==> src/rtl/instr_fetch.sv <==
`default_nettype none
// ============================================================================
// Module   : instr_fetch
// Brief    : Credit-limited instruction fetch with in-order response buffer,
//            redirect flush and stale-response drop counting.
// Revision : 1.0
// ============================================================================
module instr_fetch #(
    parameter logic [31:0] RESET_PC  = 32'h0000_0000,
    parameter int          BUF_DEPTH = 2
) (
    input  logic        clk,
    input  logic        rst_n,
    output logic        imem_req_valid,
    input  logic        imem_req_ready,
    output logic [31:0] imem_req_addr,
    input  logic        imem_resp_valid,
    input  logic [31:0] imem_resp_data,
    input  logic        redirect_valid,
    input  logic [31:0] redirect_pc,
    output logic        id_valid,
    input  logic        id_ready,
    output logic [31:0] id_ins,
    output logic [31:0] id_pc
);

    localparam int CW = $clog2(BUF_DEPTH + 1);
    localparam int PW = (BUF_DEPTH > 1) ? $clog2(BUF_DEPTH) : 1;
    localparam logic [CW:0]   c_depth    = (CW+1)'(BUF_DEPTH);
    localparam logic [PW-1:0] c_last_ptr = PW'(BUF_DEPTH - 1);

    logic [31:0]   r_pc;
    logic [31:0]   r_resp_pc;
    logic [31:0]   r_fifo_pc  [BUF_DEPTH];
    logic [31:0]   r_fifo_ins [BUF_DEPTH];
    logic [PW-1:0] r_wr_ptr;
    logic [PW-1:0] r_rd_ptr;
    logic [CW-1:0] r_count;
    logic [CW-1:0] r_inflight;
    logic [CW-1:0] r_drop;

    logic [CW:0]   w_credit_used;
    logic          w_req_fire;
    logic          w_push;
    logic          w_pop;
    logic [CW-1:0] w_infl_retired;
    logic [CW-1:0] w_infl_next;
    logic [31:0]   w_redirect_tgt;
    logic [PW-1:0] w_wr_ptr_inc;
    logic [PW-1:0] w_rd_ptr_inc;

    always_comb begin
        w_credit_used  = {1'b0, r_inflight} + {1'b0, r_count};
        // rst_n gating keeps the request low while reset is held
        imem_req_valid = rst_n && (w_credit_used < c_depth) && !redirect_valid;
        imem_req_addr  = r_pc;
        w_req_fire     = imem_req_valid && imem_req_ready;

        id_valid       = (r_count != '0) && !redirect_valid;
        id_ins         = r_fifo_ins[r_rd_ptr];
        id_pc          = r_fifo_pc[r_rd_ptr];
        w_pop          = id_valid && id_ready;

        w_push         = imem_resp_valid && (r_drop == '0) && !redirect_valid;
        w_infl_retired = r_inflight - CW'(imem_resp_valid);
        w_infl_next    = w_infl_retired + CW'(w_req_fire);
        w_redirect_tgt = {redirect_pc[31:2], 2'b00};

        w_wr_ptr_inc   = (r_wr_ptr == c_last_ptr) ? '0 : r_wr_ptr + 1'b1;
        w_rd_ptr_inc   = (r_rd_ptr == c_last_ptr) ? '0 : r_rd_ptr + 1'b1;
    end

    always_ff @(posedge clk or negedge rst_n) begin
        if (!rst_n) begin
            r_pc       <= RESET_PC;
            r_resp_pc  <= RESET_PC;
            r_wr_ptr   <= '0;
            r_rd_ptr   <= '0;
            r_count    <= '0;
            r_inflight <= '0;
            r_drop     <= '0;
            for (int i = 0; i < BUF_DEPTH; i++) begin
                r_fifo_pc[i]  <= '0;
                r_fifo_ins[i] <= '0;
            end
        end else if (redirect_valid) begin
            // Every request still outstanding after this cycle's response is stale
            r_pc       <= w_redirect_tgt;
            r_resp_pc  <= w_redirect_tgt;
            r_wr_ptr   <= '0;
            r_rd_ptr   <= '0;
            r_count    <= '0;
            r_inflight <= w_infl_retired;
            r_drop     <= w_infl_retired;
        end else begin
            if (w_req_fire) begin
                r_pc <= r_pc + 32'd4;
            end
            r_inflight <= w_infl_next;
            if (imem_resp_valid && (r_drop != '0)) begin
                r_drop <= r_drop - 1'b1;
            end
            // Surviving responses are sequential from the last redirect target
            if (w_push) begin
                r_fifo_pc[r_wr_ptr]  <= r_resp_pc;
                r_fifo_ins[r_wr_ptr] <= imem_resp_data;
                r_wr_ptr             <= w_wr_ptr_inc;
                r_resp_pc            <= r_resp_pc + 32'd4;
            end
            if (w_pop) begin
                r_rd_ptr <= w_rd_ptr_inc;
            end
            r_count <= r_count + CW'(w_push) - CW'(w_pop);
        end
    end

endmodule
`default_nettype wire

==> config.mk <==
export PLATFORM = sky130hd
export DESIGN_NAME = instr_fetch
export DESIGN_NICKNAME = d
export VERILOG_FILES = /design/src/rtl/instr_fetch.sv
export SDC_FILE = /design/constraint.sdc
export NUM_CORES = 1
export LEC_CHECK = 0
export CAP_MARGIN = 20
export CORE_ASPECT_RATIO = 0.6
export CORE_MARGIN = 2
export CORE_UTILIZATION = 53
export CTS_CLUSTER_SIZE = 20
export DETAILED_ROUTE_END_ITERATION = 7
export PLACE_DENSITY_LB_ADDON = 0.3
export REMOVE_ABC_BUFFERS = 1
export SLEW_MARGIN = 10
export SYNTH_ARGS = -nofsm -noshare
export SYNTH_HDL_FRONTEND = slang
export SYNTH_SLANG_ARGS = --single-unit
==> constraint.sdc <==
create_clock -name clk -period 2.9 [get_ports clk]
set_input_delay 0.58 -clock clk [delete_from_list [all_inputs] [get_ports clk]]
set_output_delay 0.58 -clock clk [all_outputs]
set_load 0.1 [all_outputs]
* After elaboration in Yosys (flattened, before gate mapping)
Index checks and enable logic that the tools add are counted.
Storage, ports and cells: flip-flop bits (word level) 200, bits in latches 0, bits in writable memories 0, ROM bits 0, logic and storage cells 70, memories kept 0
Operators by class: add/sub/neg operators 10, multiply operators 0, divide/modulo/power cells 0, magnitude comparators 4, equal/unequal tests 0, shift operators 0, mux-type cells 24, bitwise gates (word level) 3, reductions and logical operators 18
Operators with widths (number):
- 32-bit two-way mux | 11
- 64-bit bitwise mux | 2
- 32-bit by 3-bit adder with 32-bit output, second input constant | 2
- 32-bit demux with 1-bit select | 1
- 2-bit nonzero test | 6
- 1-bit logical AND | 9
- 2-bit two-way mux | 4
- 1-bit two-way mux | 6
- 2-bit by 1-bit adder with 2-bit output | 2
- 2-bit >= comparator, second input constant | 2
- 1-bit NOT with 2-bit output | 2
- 2-bit by 1-bit subtractor with 2-bit output | 2
- 2-bit by 2-bit adder with 3-bit output | 1
- 3-bit by 2-bit < comparator with 1-bit output, second input constant | 1
- 1-bit adder, second input constant | 2
- 2-bit zero test | 1
- 2-bit by 1-bit < comparator with 1-bit output, second input constant | 1
- 2-bit AND reduction | 1
- 2-bit by 1-bit subtractor with 2-bit output, second input constant | 1
- 1-bit zero test | 1
- 1-bit NOT | 1

* Logic depth before layout (Yosys ltp)
Gate-level depths: netlist (run 1).
word-level depth 7, depth in mapped cells 10, gate-level depth less buffers 9

* Worst setup path after synthesis (run 1)
Ideal clock, no wire load.
kind input port to flip-flop, from input redirect_valid, to register r_count[0], arrival 2883 ps, slack -115 ps, stages 7, buffers on the path 1, path through buf_6 > nor2_1 > and2_1 > ha_1 > inv_1 > ha_1 > nor2b_1
Between the ends: cells in the longest elaborated chain, start to end 5, elaborated cells between the ends (all ways) 7
RTL lines:
- from (decl) | line 19 | input logic redirect_valid,
- 1-bit zero test | line 59 | id_valid = (r_count != '0) && !redirect_valid;
- 1-bit logical AND | line 59
- via id_valid | line 21 | output logic id_valid,
- 1-bit logical AND | line 62 | w_pop = id_valid && id_ready;
- 2-bit by 1-bit subtractor with 2-bit output | line 113 | r_count <= r_count + CW'(w_push) - CW'(w_pop);
- 2-bit two-way mux | line 86 | end else if (redirect_valid) begin
- to (signal assigned) | line 113
- to (decl) | line 38 | logic [CW-1:0] r_count;
The timed path passes the listed nets, and every way through them passes these cells. A chain may end at the register's enable or synchronous reset.

* Final worst setup path (run 1)
from register r_count[0], to register r_pc[25], in the netlist imem_req_addr[25]
Between the ends: cells in the longest elaborated chain, start to end 6
RTL lines:
- 2-bit by 2-bit adder with 3-bit output | line 53 | w_credit_used = {1'b0, r_inflight} + {1'b0, r_count};
- 3-bit by 2-bit < comparator with 1-bit output | line 55 | imem_req_valid = rst_n && (w_credit_used < c_depth) && !redirect_valid;
- 1-bit logical AND (2 in a row) | line 55
- 1-bit logical AND | line 57 | w_req_fire = imem_req_valid && imem_req_ready;
- 2-bit nonzero test (no source line)
- to (signal assigned) | line 88 | r_pc <= w_redirect_tgt;
- to (signal assigned) | line 97 | r_pc <= r_pc + 32'd4;
- to (decl) | line 32 | logic [31:0] r_pc;
Every way passes these cells.

==> reports/qor.csv, run 1 <==
metric,value,unit
netlist_instances,743,
avgSynthCellArea,12.33,um2
fp.dieW,173.8,um
grt_usage,0.2493,
grt_pass1_vias,6383,
async_flop_share,1.000,
port_buffers,161,
drtIter0Drc,663,
synth_enable_flop_cells,0,
die_h,105.9,um
clk_pin_slew,0.08,ns
final_antenna_net_count,0,
clock-sinks,192,
synth-warning-count,0,
core-area,0.01704,mm2
drc,0,
finalSetupViolCount,0,
holdPathStages,2,
max_slew.worst_pin.slew,0.8104,ns
h-tree-depth,4,
ys_ff_latch,192,
finalWorstSetupSlack,0.01945,ns
dp_hpwl,15330,um
p_per_area,1175,mW/mm2
stdcell_area,0.01156,mm2
cp-end-kind,register,
io_pins,168,
firstDrtPassIters,5,
r2r-end,imem_req_addr[25]$_DFFE_PN0P_,
layout.cells.non_filler,1160,
muxShareOfSynthArea,0.2394,
placed_cells,1119,
via_per_inst,5.626,
antenna_found_initial,0,
area_growth,26.20,%
finalNetCount,991,
cts.path.max_buffers,2,
maxSlewViolCount,0,
drt_wl_total,22070,um
synth_top_family_by_area,multiplexers,
finalPower,13.58,mW
peakVddDrop,0.0008126,V
place_congestion,0.8468,
synth_flop_cell,dfrtp_1,
fin_skew,0.01388,ns
cp.required,3.19,ns
dp_slack,0.1272,ns
r2r_setup_slack,0.02,ns
synth_fa_ha_area_frac,0.01174,
synthSimpleGateAreaFrac,0.09640,
placementRows,37,
start_util,0.5379,
grt_max_degree,64,
placed_area,0.01091,mm2
clock_latency,0.43,ns
hold_path_end,r_fifo_pc[30]$_DFFE_PN0P_,
r2r_cells,9,
fmax,0.3472,GHz
critical_path_class,reg -> reg,
overflow,0,
synthDistinctLibCells,54,
vias,6526,
slew_headroom,0.4597,
fin_crit_sh,0.9933,
numCtsBuffers,17,
finalCriticalPeriod,2.881,ns
cts_root_buf,clkbuf_16,
critPathLaunchType,register,
status,"finished, final reports clean",
worstPathArrival,3.17,ns
leakagePower,5.167,nW
die-area,0.01839,mm2
drv_cap,0,
yosysSeqAreaShare,0.5243,
synth_compound_gate_area_share,0.05871,
timing.hold.ws,0.4793,ns
timing.rr.start,r_count[0]$_DFF_PN0_,
cts_tree,built,
synth-xor-area-share,0.04014,
wire_per_inst,19.02,um
syn_area,0.009164,mm2
hp-start,r_fifo_pc[30]$_DFFE_PN0P_,
crit_path_max_fanout,5,
grt_pass1_wl,35560,um
drive_gt1_frac,0.3909,
hold_viol,0,
rsz0062_at_grt,yes,
min_path_type,reg -> reg,
diodes,0,
## layout make-up
type	instances	area, um2
fillers	1325	5472
clock inverters	15	143.9
multi-input cells	497	4124
well taps	234	292.8
clock buffers	17	425.4
flip-flops and latches	192	4806
repair buffers	189	1695
inverters	16	77.57
## placed cells by master (no fill, tap or decap), drive strengths merged, types with 3 or more instances in the layout
cell type and count:
clkbuf 18, and3 12, dfrtp 192, nand2b 5, nor2 21, o21ai 33
nand4 18, clkinv 7, and4 4, xor2 20, nand3 26, xnor2 22
conb 4, or4 3, ha 7, inv 22, nand2 52, a31oi 4
buf 122, clkdlybuf4s50 65, mux2 193, a21oi 8, nor4 4, o211ai 16
and2 4, nor3 10, o311ai 11
## how the worst max path moves through the flow
stage,startpoint,to,slack (ns),depth (start not counted)
floorplan,redirect_valid,r_fifo_ins[32]$_DFFE_PN0P_,-1.55,4
global placement,r_count[0]$_DFF_PN0_,imem_req_addr[22]$_DFFE_PN0P_,0.18,9
detailed placement,r_count[0]$_DFF_PN0_,imem_req_addr[30]$_DFFE_PN0P_,0.13,9
CTS,r_count[0]$_DFF_PN0_,imem_req_addr[25]$_DFFE_PN0P_,0.004,8
global route,r_count[0]$_DFF_PN0_,imem_req_addr[25]$_DFFE_PN0P_,-0.05,9
finish,r_count[0]$_DFF_PN0_,imem_req_addr[25]$_DFFE_PN0P_,0.02,9
## where the power goes
part	internal, mW	total (mW)	switching, mW
Sequential	3.60	4.17	0.564
Clock	1.14	2.29	1.14
Combinational	2.09	7.13	5.04
## repair_timing
| action | 4_1_cts | 5_1_grt |
|---|---|---|
| gates resized for setup | 0 | 9 |
| setup buffers | 3 | 5 |
| endpoints found under the hold margin | 9 | 0 |
| pin swaps | 1 | 10 |
| hold buffers | 1 | 0 |
| setup endpoints to repair | 1 | 12 |
| gates cloned | 0 | 0 |
## worst max-delay path, stage by stage, from the launching register on
cell and delay (ns):
dfrtp_1 0.40, and2_4 0.15, fa_1 0.48, or4b_4 0.59, buf_6 0.15, nor4_4 0.29
nand4_1 0.14, buf_6 0.17, o211ai_1 0.21, o311ai_1 0.15
## through the flow
| stage | setup TNS (ns) | utilization |
|---|---|---|
| 2_1_floorplan | -160.65 | - |
| 3_3_place_gp | 0 | 0.6402 |
| 3_5_place_dp | 0 | 0.6402 |
| 4_1_cts | 0 | 0.6755 |
| 5_1_grt | -0.1275 | 0.6788 |
| 6_report | 0 | 0.6788 |
## synthesized netlist by cell type, types with 3 or more instances
library cell | number | area (um2)
mux2_2 | 193 | 2173
dfrtp_1 | 192 | 4805
nand2_1 | 50 | 187.7
o21ai_0 | 32 | 160.2
clkbuf_1 | 25 | 93.84
nand3_1 | 25 | 125.1
xnor2_1 | 22 | 192.7
nor2_1 | 21 | 78.83
xor2_1 | 20 | 175.2
nand4_1 | 18 | 112.6
o211ai_1 | 16 | 120.1
inv_1 | 14 | 52.55
and3_1 | 12 | 75.07
buf_2 | 9 | 45.04
nor3_1 | 9 | 45.04
a21oi_1 | 8 | 40.04
o311ai_0 | 8 | 70.07
ha_1 | 7 | 87.58
nand2b_1 | 5 | 31.28
a31oi_1 | 4 | 25.02
and2_1 | 4 | 25.02
and4_1 | 4 | 35.03
buf_4 | 4 | 30.03
o311ai_1 | 3 | 26.28
or4_1 | 3 | 22.52
## registers in the layout, indices dropped and copies added, names as in the netlist
signal         count
r_count            2
r_drop             2
r_rd_ptr           1
r_wr_ptr           1
r_resp_pc         30
imem_req_addr     30
r_fifo_ins        64
r_inflight         2
r_fifo_pc         60
## kinds of logic (layout without fill, tap and decap cells)
family	count (synthesis)	count (layout)
other	1	4
XOR/XNOR	42	42
buffers and inverters	57	237
multiplexers	195	195
AO/OA/AOI/OAI	83	83
AND/OR/NAND/NOR	165	165
adder cells (fa/ha/maj)	8	8
flip-flops	192	192
## routing by layer
metal / up-vias / wire length, um / GRT usage / part of all wire
li1: 3014 / - / - / -
met1: 3266 / 10850 / 0.3905 / 0.49
met2: 220 / 9281 / 0.3472 / 0.42
met3: 26 / 1622 / 0.05808 / 0.074
met4: 0 / 314 / 0.06062 / 0.014
met5: - / 0 / 0 / 0
Power figures use the tool's default switching activity.
==> run 2, diff against run 1 <==
Settings changed: RECOVER_POWER set to 50, REMOVE_ABC_BUFFERS 1 to unset.
==> reports/qor.csv, run 2 (synthesis gave the netlist of run 1 again) <==
metric,value,unit,change
slew_headroom,0.1696,,-0.2902
max_flop_register,r_fifo_ins,,
start_util,0.5379,,unchanged
drive_gt1_frac,0.3537,,-0.03722
firstDrtPassIters,7,,+2
antenna_found_initial,0,,unchanged
p_per_area,1221,mW/mm2,+3.9%
final_cell_mix,"193 x mux2_2, 191 x dfrtp_1, 64 x clkdlybuf4s50_1",,
io_pins,168,,unchanged
placementRows,37,,unchanged
cts_tree,built,,
path_cells,"and2_4, fa_1, or4b_4, inv_8, buf_12",,
die_h,105.9,um,unchanged
slowest_stage,or4b_4,,
r2r_cells,8,,-1
port_buffers,161,,unchanged
h-tree-depth,4,,unchanged
maxSlewViolCount,0,,unchanged
timing.rr.start,r_count[0]$_DFF_PN0_,,
drt_wl_total,22240,um,+0.78%
wire_per_inst,19.34,um,+1.7%
largest_reg_flops,64,,unchanged
numCtsBuffers,17,,unchanged
fmax,0.3473,GHz,about the same
rsz0062_at_grt,yes,,
vias,6601,,+1.1%
clk_pin_slew,0.09,ns,about the same
max_slew.worst_pin.slew,1.251,ns,+0.4406 ns
drtIter0Drc,593,,-11%
fill_cells,1293,,-2.4%
grt_max_degree,193,,+200%
grt_pass1_wl,36240,um,+1.9%
diodes,0,,unchanged
crit_path_max_fanout,4,,-1
overflow,0,,unchanged
dp_hpwl,15440,um,+0.76%
clock-sinks,192,,unchanged
critPathLaunchType,register,,
cts.path.max_buffers,2,,unchanged
finalCriticalPeriod,2.880,ns,-0.0007752 ns
core-area,0.01704,mm2,unchanged
via_per_inst,5.740,,+2.0%
drv_cap,0,,unchanged
grt_usage,0.2516,,+0.002281
largestRegisters,"r_fifo_ins x64, r_fifo_pc x60",,
clock_latency,0.43,ns,about the same
final_antenna_net_count,0,,unchanged
placed_cells,1115,,-0.36%
switchingPower,6.995,mW,+3.7%
layout.cells.non_filler,1150,,-0.86%
leakagePower,5.159,nW,-0.17%
critPathLaunch,r_count[0]$_DFF_PN0_,,
die-area,0.01839,mm2,unchanged
slowest_delay,0.58,ns,about the same
timing.hold.ws,0.2755,ns,-0.2038 ns
worstPathArrival,2.30,ns,-0.87 ns
critical_path_class,reg -> out,,
hold_viol,0,,unchanged
min_path_type,in -> async,,
p_clk_frac,0.169,,about the same
p_int,7.438,mW,+8.8%
drc,0,,unchanged
fin_crit_sh,0.9930,,about the same
cp.required,2.32,ns,-0.87 ns
fp.dieW,173.8,um,unchanged
status,"finished, final reports clean",,
cts_hold_buf,0,,-1
p_comb_frac,0.543,,+0.018
finish.utilization,0.6940,,+0.01513
grt_pass1_vias,6567,,+2.9%
r2r-end,imem_req_addr[25]$_DFFE_PN0P_,,
p_seq_frac,0.288,,-0.019
finalNetCount,981,,-1.0%
cts_root_buf,clkbuf_16,,
area_growth,29.01,%,
final_common_cell,mux2_2,,
r2r_setup_slack,0.07,ns,+0.05 ns
fin_skew,0.01687,ns,+0.002985 ns
place_congestion,0.8442,,-0.31%
cp-end-kind,output pin,,
p_sw_frac,0.4847,,-0.01208
peakVddDrop,0.0009801,V,+21%
finalSetupViolCount,0,,unchanged
[run 2: worst max-delay path by stage]
stage                     cells after the start                       endpoint
final                                         5                 imem_req_valid
after global routing                          5                 imem_req_valid
after CTS                                     5                 imem_req_valid
after detailed placement                      9  imem_req_addr[30]$_DFFE_PN0P_
after global placement                        9  imem_req_addr[22]$_DFFE_PN0P_
after floorplan                               9  imem_req_addr[29]$_DFFE_PN0P_
[run 2: per-stage QoR]
stage	setup TNS, ns	cell area [um2]	setup WS, ns	power (mW)
after floorplan	0	9178	0.2703	9.786
after global placement	0	11300	0.2411	11.96
after detailed placement	0	11300	0.1392	12.10
after CTS	0	11930	0.0008098	14.56
after global routing	-0.1281	11820	-0.04561	15.01
final	0	11820	0.02023	14.43
[run 2: area by class of cell]
type | count | area (um2) | share of cell area
timing repair buffer | 179 | 1897 | 0.1604
sequential | 192 | 4806 | 0.4065
inverter | 16 | 80.08 | 0.006773
clock buffer | 17 | 425.4 | 0.03598
tap | 234 | 292.8 | 0.02476
multi-input combinational | 497 | 4125 | 0.3489
clock inverter | 15 | 196.4 | 0.01662
[run 2: power by group through the flow]
stage,logic [mW],registers (mW),clock network [mW]
finish,7.84,4.16,2.43
global route,8.12,4.29,2.60
global placement,7.81,4.14,0
CTS,7.93,4.16,2.48
detailed placement,7.90,4.20,0
floorplan,5.42,4.36,0
[run 2: critical path, delay by kind of cell, from the launching register on]
family,cells,cell delay (ns)
buffers and inverters,2,0.28
adders and majority gates,1,0.43
DFF,1,0.41
and+or+nand+nor,2,0.75
[run 2: what timing repair did]
action	in CTS	in global routing
pin swaps	1	4
gates resized for setup	0	6
buffers inserted	1	2
endpoints found under the hold margin	0	0
setup endpoints to repair	1	6
[run 2: metal layers]
layer  track usage  share of wire  up-vias
li1              -              -     3009
met1        0.3870           0.48     3327
met2        0.3691           0.45      252
met3       0.05303          0.067       13
met4       0.04862         0.0047        0
met5             0              0        -
==> run 3, diff against run 2 <==
Settings changed: CORE_MARGIN 2 to unset, HOLD_SLACK_MARGIN set to 0.02.
==> reports/qor.csv, run 3 (synthesis gave the netlist of run 1 again) <==
metric,value,unit,change
final_antenna_net_count,0,,unchanged
via_per_inst,5.798,,+1.0%
worstPathArrival,2.32,ns,+0.02 ns
path_delay_family,simple AND/OR/NAND/NOR gates,,
status,finished with violations,,
max_slew.worst_pin.slew,1.768,ns,+0.5166 ns
antenna_found_initial,0,,unchanged
die_h,103.9,um,-1.9%
maxSlewViolCount,193,,+193
fin_skew,0.009531,ns,-0.007336 ns
cts_tree,built,,
critical_path_class,reg -> out,,
layout.cells.non_filler,1139,,-0.96%
port_buffers,161,,unchanged
placed_cells,1106,,-0.81%
finalWorstSetupSlack,-0.004875,ns,-0.02510 ns
grt_pass1_vias,6682,,+1.8%
top_layer,met4,,
cts.path.max_buffers,2,,unchanged
slowest_delay,0.61,ns,+0.03 ns
numCtsBuffers,17,,unchanged
max_flop_register,r_fifo_ins,,
rsz0062_at_grt,yes,,
dp_hpwl,15340,um,-0.66%
vias,6604,,+0.045%
grt_usage,0.2563,,+0.004730
drt_wl_total,21910,um,-1.5%
largest_reg_flops,64,,unchanged
critPathLaunchType,register,,
leakagePower,4.961,nW,-3.8%
timing.hold.ws,0.4336,ns,+0.1581 ns
cts_root_buf,clkbuf_16,,
finalNetCount,977,,-0.41%
finalSetupTns,-0.004875,ns,-0.004875 ns
cp-end-kind,output pin,,
drtIter0Drc,460,,-22%
start_util,0.5528,,+0.01494
clk_pin_slew,0.07,ns,-0.02 ns
violations,"capacitance limit, slew limit, setup timing",,
hold_viol,0,,unchanged
h-tree-depth,4,,unchanged
drv_cap,1,,+1
p_per_area,1195,mW/mm2,-2.2%
met3_length,1640,um,+11%
die-area,0.01784,mm2,-3.0%
placementRows,36,,-2.7%
fmax,0.3442,GHz,-0.86%
firstDrtPassIters,5,,-2
core-area,0.01658,mm2,-2.7%
clock-sinks,192,,unchanged
slew_headroom,-0.1784,,-0.3480
fp.dieW,171.8,um,-1.2%
wl_met1,10040,um,-5.7%
clock_latency,0.42,ns,about the same
grt_max_degree,193,,unchanged
critPathBufInv,2,,unchanged
area_growth,22.93,%,
finalCriticalPeriod,2.905,ns,+0.02510 ns
final_cell_mix,"193 x mux2_2, 191 x dfrtp_1, 72 x buf_4",,
drive_gt1_frac,0.3480,,-0.005743
overflow,0,,unchanged
min_path_type,in -> reg,,
drc,0,,unchanged
crit_path_max_fanout,4,,unchanged
finalSetupViolCount,1,,+1
path_cells,"and2_4, fa_1, or4b_4, inv_8, buf_12",,
slowest_stage,or4b_4,,
largestRegisters,"r_fifo_ins x64, r_fifo_pc x60",,
final_common_cell,mux2_2,,
finalPower,13.46,mW,-6.8%
place_congestion,0.8956,,+6.1%
dp_slack,0.1118,ns,-0.02736 ns
cp.required,2.32,ns,about the same
io_pins,168,,unchanged
wl_met2,9979,um,-0.25%
grt_pass1_wl,35230,um,-2.8%
diodes,0,,unchanged
wire_per_inst,19.23,um,-0.55%
peakVddDrop,0.001098,V,+12%
fin_crit_sh,1.002,,+0.008656
run 3: cell types whose count changed in the layout (fill, tap and decap cells not counted), moves of 2 or more:
cell and delta:
clkinvlp_4 +3, buf_12 -36, inv_8 -3, buf_4 +33, inv_6 +2, inv_12 -3
clkinv_8 -4, o311ai_0 +2, clkinv_2 +2
run 3: routing by layer:
layer | vias to the layer above | GRT usage
met5 | - | 0
met4 | 0 | 0.06321
met3 | 29 | 0.05632
met2 | 276 | 0.3774
met1 | 3314 | 0.3844
li1 | 2985 | -
run 3: area by class of cell:
type                    count  area [um2]
clock buffers              18       439.2
clock inverters            13       128.9
fillers                  1249        5311
inverters                  16       80.08
multi-input cells         497        4115
flip-flops and latches    192        4806
well taps                 228       285.3
repair buffers            175        1410
run 3: timing repair:
action                     CTS  global route
gates resized for setup      1             1
setup buffers                1             1
pin swaps                    1             0
setup endpoints to repair    1             2
hold buffers                 0             0
run 3: worst paths after layout:
kind | slack (ns) | cells after the start | endpoint | startpoint
setup / recovery | -0.005 | 5 | imem_req_valid | r_count[0]$_DFF_PN0_
hold / removal | 0.43 | 2 | r_wr_ptr$_DFFE_PN0N_ | redirect_valid
setup reg to reg | 0.17 | 9 | imem_req_addr[29]$_DFFE_PN0P_ | r_count[0]$_DFF_PN0_
hold reg to reg | 0.48 | 2 | r_fifo_pc[30]$_DFFE_PN0P_ | r_fifo_pc[30]$_DFFE_PN0P_
max in group asynchronous | 0.75 | 2 | r_rd_ptr$_DFFE_PN0P_ | rst_n
min in group asynchronous | 0.77 | 2 | imem_req_addr[16]$_DFFE_PN0P_ | rst_n
run 3: metrics by stage:
| stage | util | cell area (um2) |
|---|---|---|
| final | 0.6796 | 11260 |
| after floorplan | - | 9178 |
| after global routing | 0.6796 | 11260 |
| after CTS | 0.6870 | 11390 |
| after global placement | 0.6521 | 10810 |
| after detailed placement | 0.6521 | 10810 |
run 3: power by group:
part           switching, mW  leakage, nW  internal, mW
sequential             0.555         2.42          3.60
clock                   1.05        0.273          1.22
combinational           5.07         2.27          1.96
==> RTL edit, RTL diff (flow settings as in run 3) <==
Change the parameter `BUF_DEPTH` from 2 to 8.
--- a/src/rtl/instr_fetch.sv
+++ b/src/rtl/instr_fetch.sv
@@ -7,7 +7,7 @@
 // ============================================================================
 module instr_fetch #(
     parameter logic [31:0] RESET_PC  = 32'h0000_0000,
-    parameter int          BUF_DEPTH = 2
+    parameter int          BUF_DEPTH = 8
 ) (
     input  logic        clk,
     input  logic        rst_n,
Function: changed (a bounded check fails within 4 cycles, from zero or initial values and one cycle with rst_n low).
==> RTL edit against run 3 <==
- the run still ends with max-capacitance violations, max-slew violations, negative setup slack left
- hold slack gained 0.045 ns
- die area grew to 2.9 times the old value
- area after synthesis grew to 2.9 times the old value
- power grew 110%
- design area grew to 2.9 times the old value
- wire length grew to 2.8 times the old value
- sequential cell count grew 382
- worst setup slack lost 0.12 ns
- synthesized cell count grew 140%
- clock skew grew 0.0081 ns
- largest power group unchanged
- combinational power grew 64%
- critical path depth grew 1
- core utilization shrank 2.3 points
==> RTL edit: results (changes against run 3) <==
Int Power=17.98 mW (+160%); Worst Setup Slack, final=-0.1216 ns (-0.1168 ns); number of global-route vias before repair=17090 (+160%); clk buf depth=3 (+1); CP delay by family, top=multiplexers; failing checks=max-capacitance violations, max-slew violations, negative setup slack; Slew Limit Fails=139 (-28%); CP Launch Point=r_rd_ptr[0]; Largest regs=r_fifo_ins x256, r_fifo_pc x240; status=finished with violations; Place WS=0.04746 ns (-0.06437 ns); via count=15880 (+140%); largest net degree at the start of global routing=182 (-5.7%); Clk. pwr=7.43 mW (+230%); final net count=2055 (+110%); Port Buffers=161 (unchanged); CTS Buf Count=53 (+36); root buffer cell=clkbuf_16; Final HPWL DP=38440 um (+150%); Synth cell types=61 (+13%); share of cells above drive strength 1=49.15% (+14 points); Finished Layout Cells=2688 (+140%); Worst-Margin Slew=1.760 ns (-0.007572 ns); Synth Warn #=0 (unchanged); First DRT Iteration DRCs=1015 (+120%); All-Layer GR Usage=24.74% (-0.90 points); Final setup viols=59 (+58); htree depth=2 (-2); Cells after DPL=2571 (+130%); Worst VDD drop=0.7912 mV (-28%); Combinational Power Share=40.7% (-12 points); most frequent cells after synthesis=574 x dfrtp_1, 500 x mux2_2, 124 x mux4_2, 69 x clkbuf_1, 67 x nand2_1; DP Area=30250 um2 (+180%); Clock Pin Slew Worst Setup and Hold Paths=0.06 ns; crit path max-delay cell type=dfrtp_4; top cells by area, synth=dfrtp_1 53%, mux2_2 21%, mux4_2 10%; detailed-route wire length per cell=23.19 um (+21%); P_leak=15.16 nW (+210%); skew final=0.01763 ns (+0.008101 ns); # diodes=0 (unchanged); setup TNS=-4.946 ns (-4.941 ns); min-delay src=r_fifo_pc[181]; Final GP Congestion=0.8576 (-4.2%); Pre-antenna DRT Iters=5 (unchanged); Syn Area/Cell=15.00 um2 (+22%); first-pass GRT wire length=99290 um (+180%); Worst Path Arrival=2.44 ns (+0.12 ns); Tightest Hold Check Type=reg2reg; Worst R2R Start=r_inflight[2]; register area share after synthesis=53.46% (+1.0 points); worst-skew pair later-pin latency=0.59 ns (+0.17 ns); PwrDens=865.7 nW/um2 (-28%); initial antenna violation count=2 (+2); CP peak stage delay=0.51 ns (-0.10 ns); crit-path max FO=6 (+2); MaxCap Viol Count=1 (unchanged)
## RTL edit: changes by cell type after synthesis, sizes merged, moves of 16 or more
cell,delta
mux4,+124
buf,+52
dfrtp,+382
clkbuf,+44
nand2,+16
mux2,+367
## RTL edit: per-layer routing
| metal | part of all wire (%) | up-vias | GRT usage [%] |
|---|---|---|---|
| met5 | 0.051 | - | 0 |
| met4 | 1.9 | 4 | 5.323 |
| met3 | 4.4 | 101 | 3.940 |
| met2 | 48 | 364 | 39.97 |
| met1 | 46 | 8447 | 35.64 |
| li1 | - | 6961 | - |
## RTL edit: worst paths after layout
| kind | to | cells after the start | slack, ns |
|---|---|---|---|
| min reg2reg | r_fifo_pc[181] | 2 | 0.48 |
| max in group asynchronous | r_fifo_pc[190] | 4 | 0.30 |
| min | r_fifo_pc[181] | 2 | 0.48 |
| max | id_pc[28] | 6 | -0.12 |
| min in group asynchronous | r_resp_pc[21] | 3 | 0.87 |
| max reg2reg | imem_req_addr[27] | 7 | 0.31 |
## RTL edit: area by class of cell
type                       count  area [um2]
multi-input combinational   1057       12020
sequential                   574       14380
tap                          682       853.3
fill                        3443       17100
clock buffer                  77        1629
clock inverter                20       237.7
timing repair buffer         252        3425
inverter                      26       97.59
## RTL edit: cell families after synthesis
family          share of synthesized area (%)
other cells                           0.01396
compound gates                          2.254
buf+inv                                 2.738
mux                                     34.77
simple gates                            4.195
flops                                   53.46
fa+ha+maj                               1.006
xor+xnor                                1.565
## RTL edit: repair_timing
item / 4_1_cts / 5_1_grt
buffers inserted: 12 / 4
hold buffers: 1 / 0
gates resized for setup: 76 / 11
gates cloned: 6 / 2
endpoints found under the setup margin: 61 / 62
hold endpoints to repair: 42 / 0
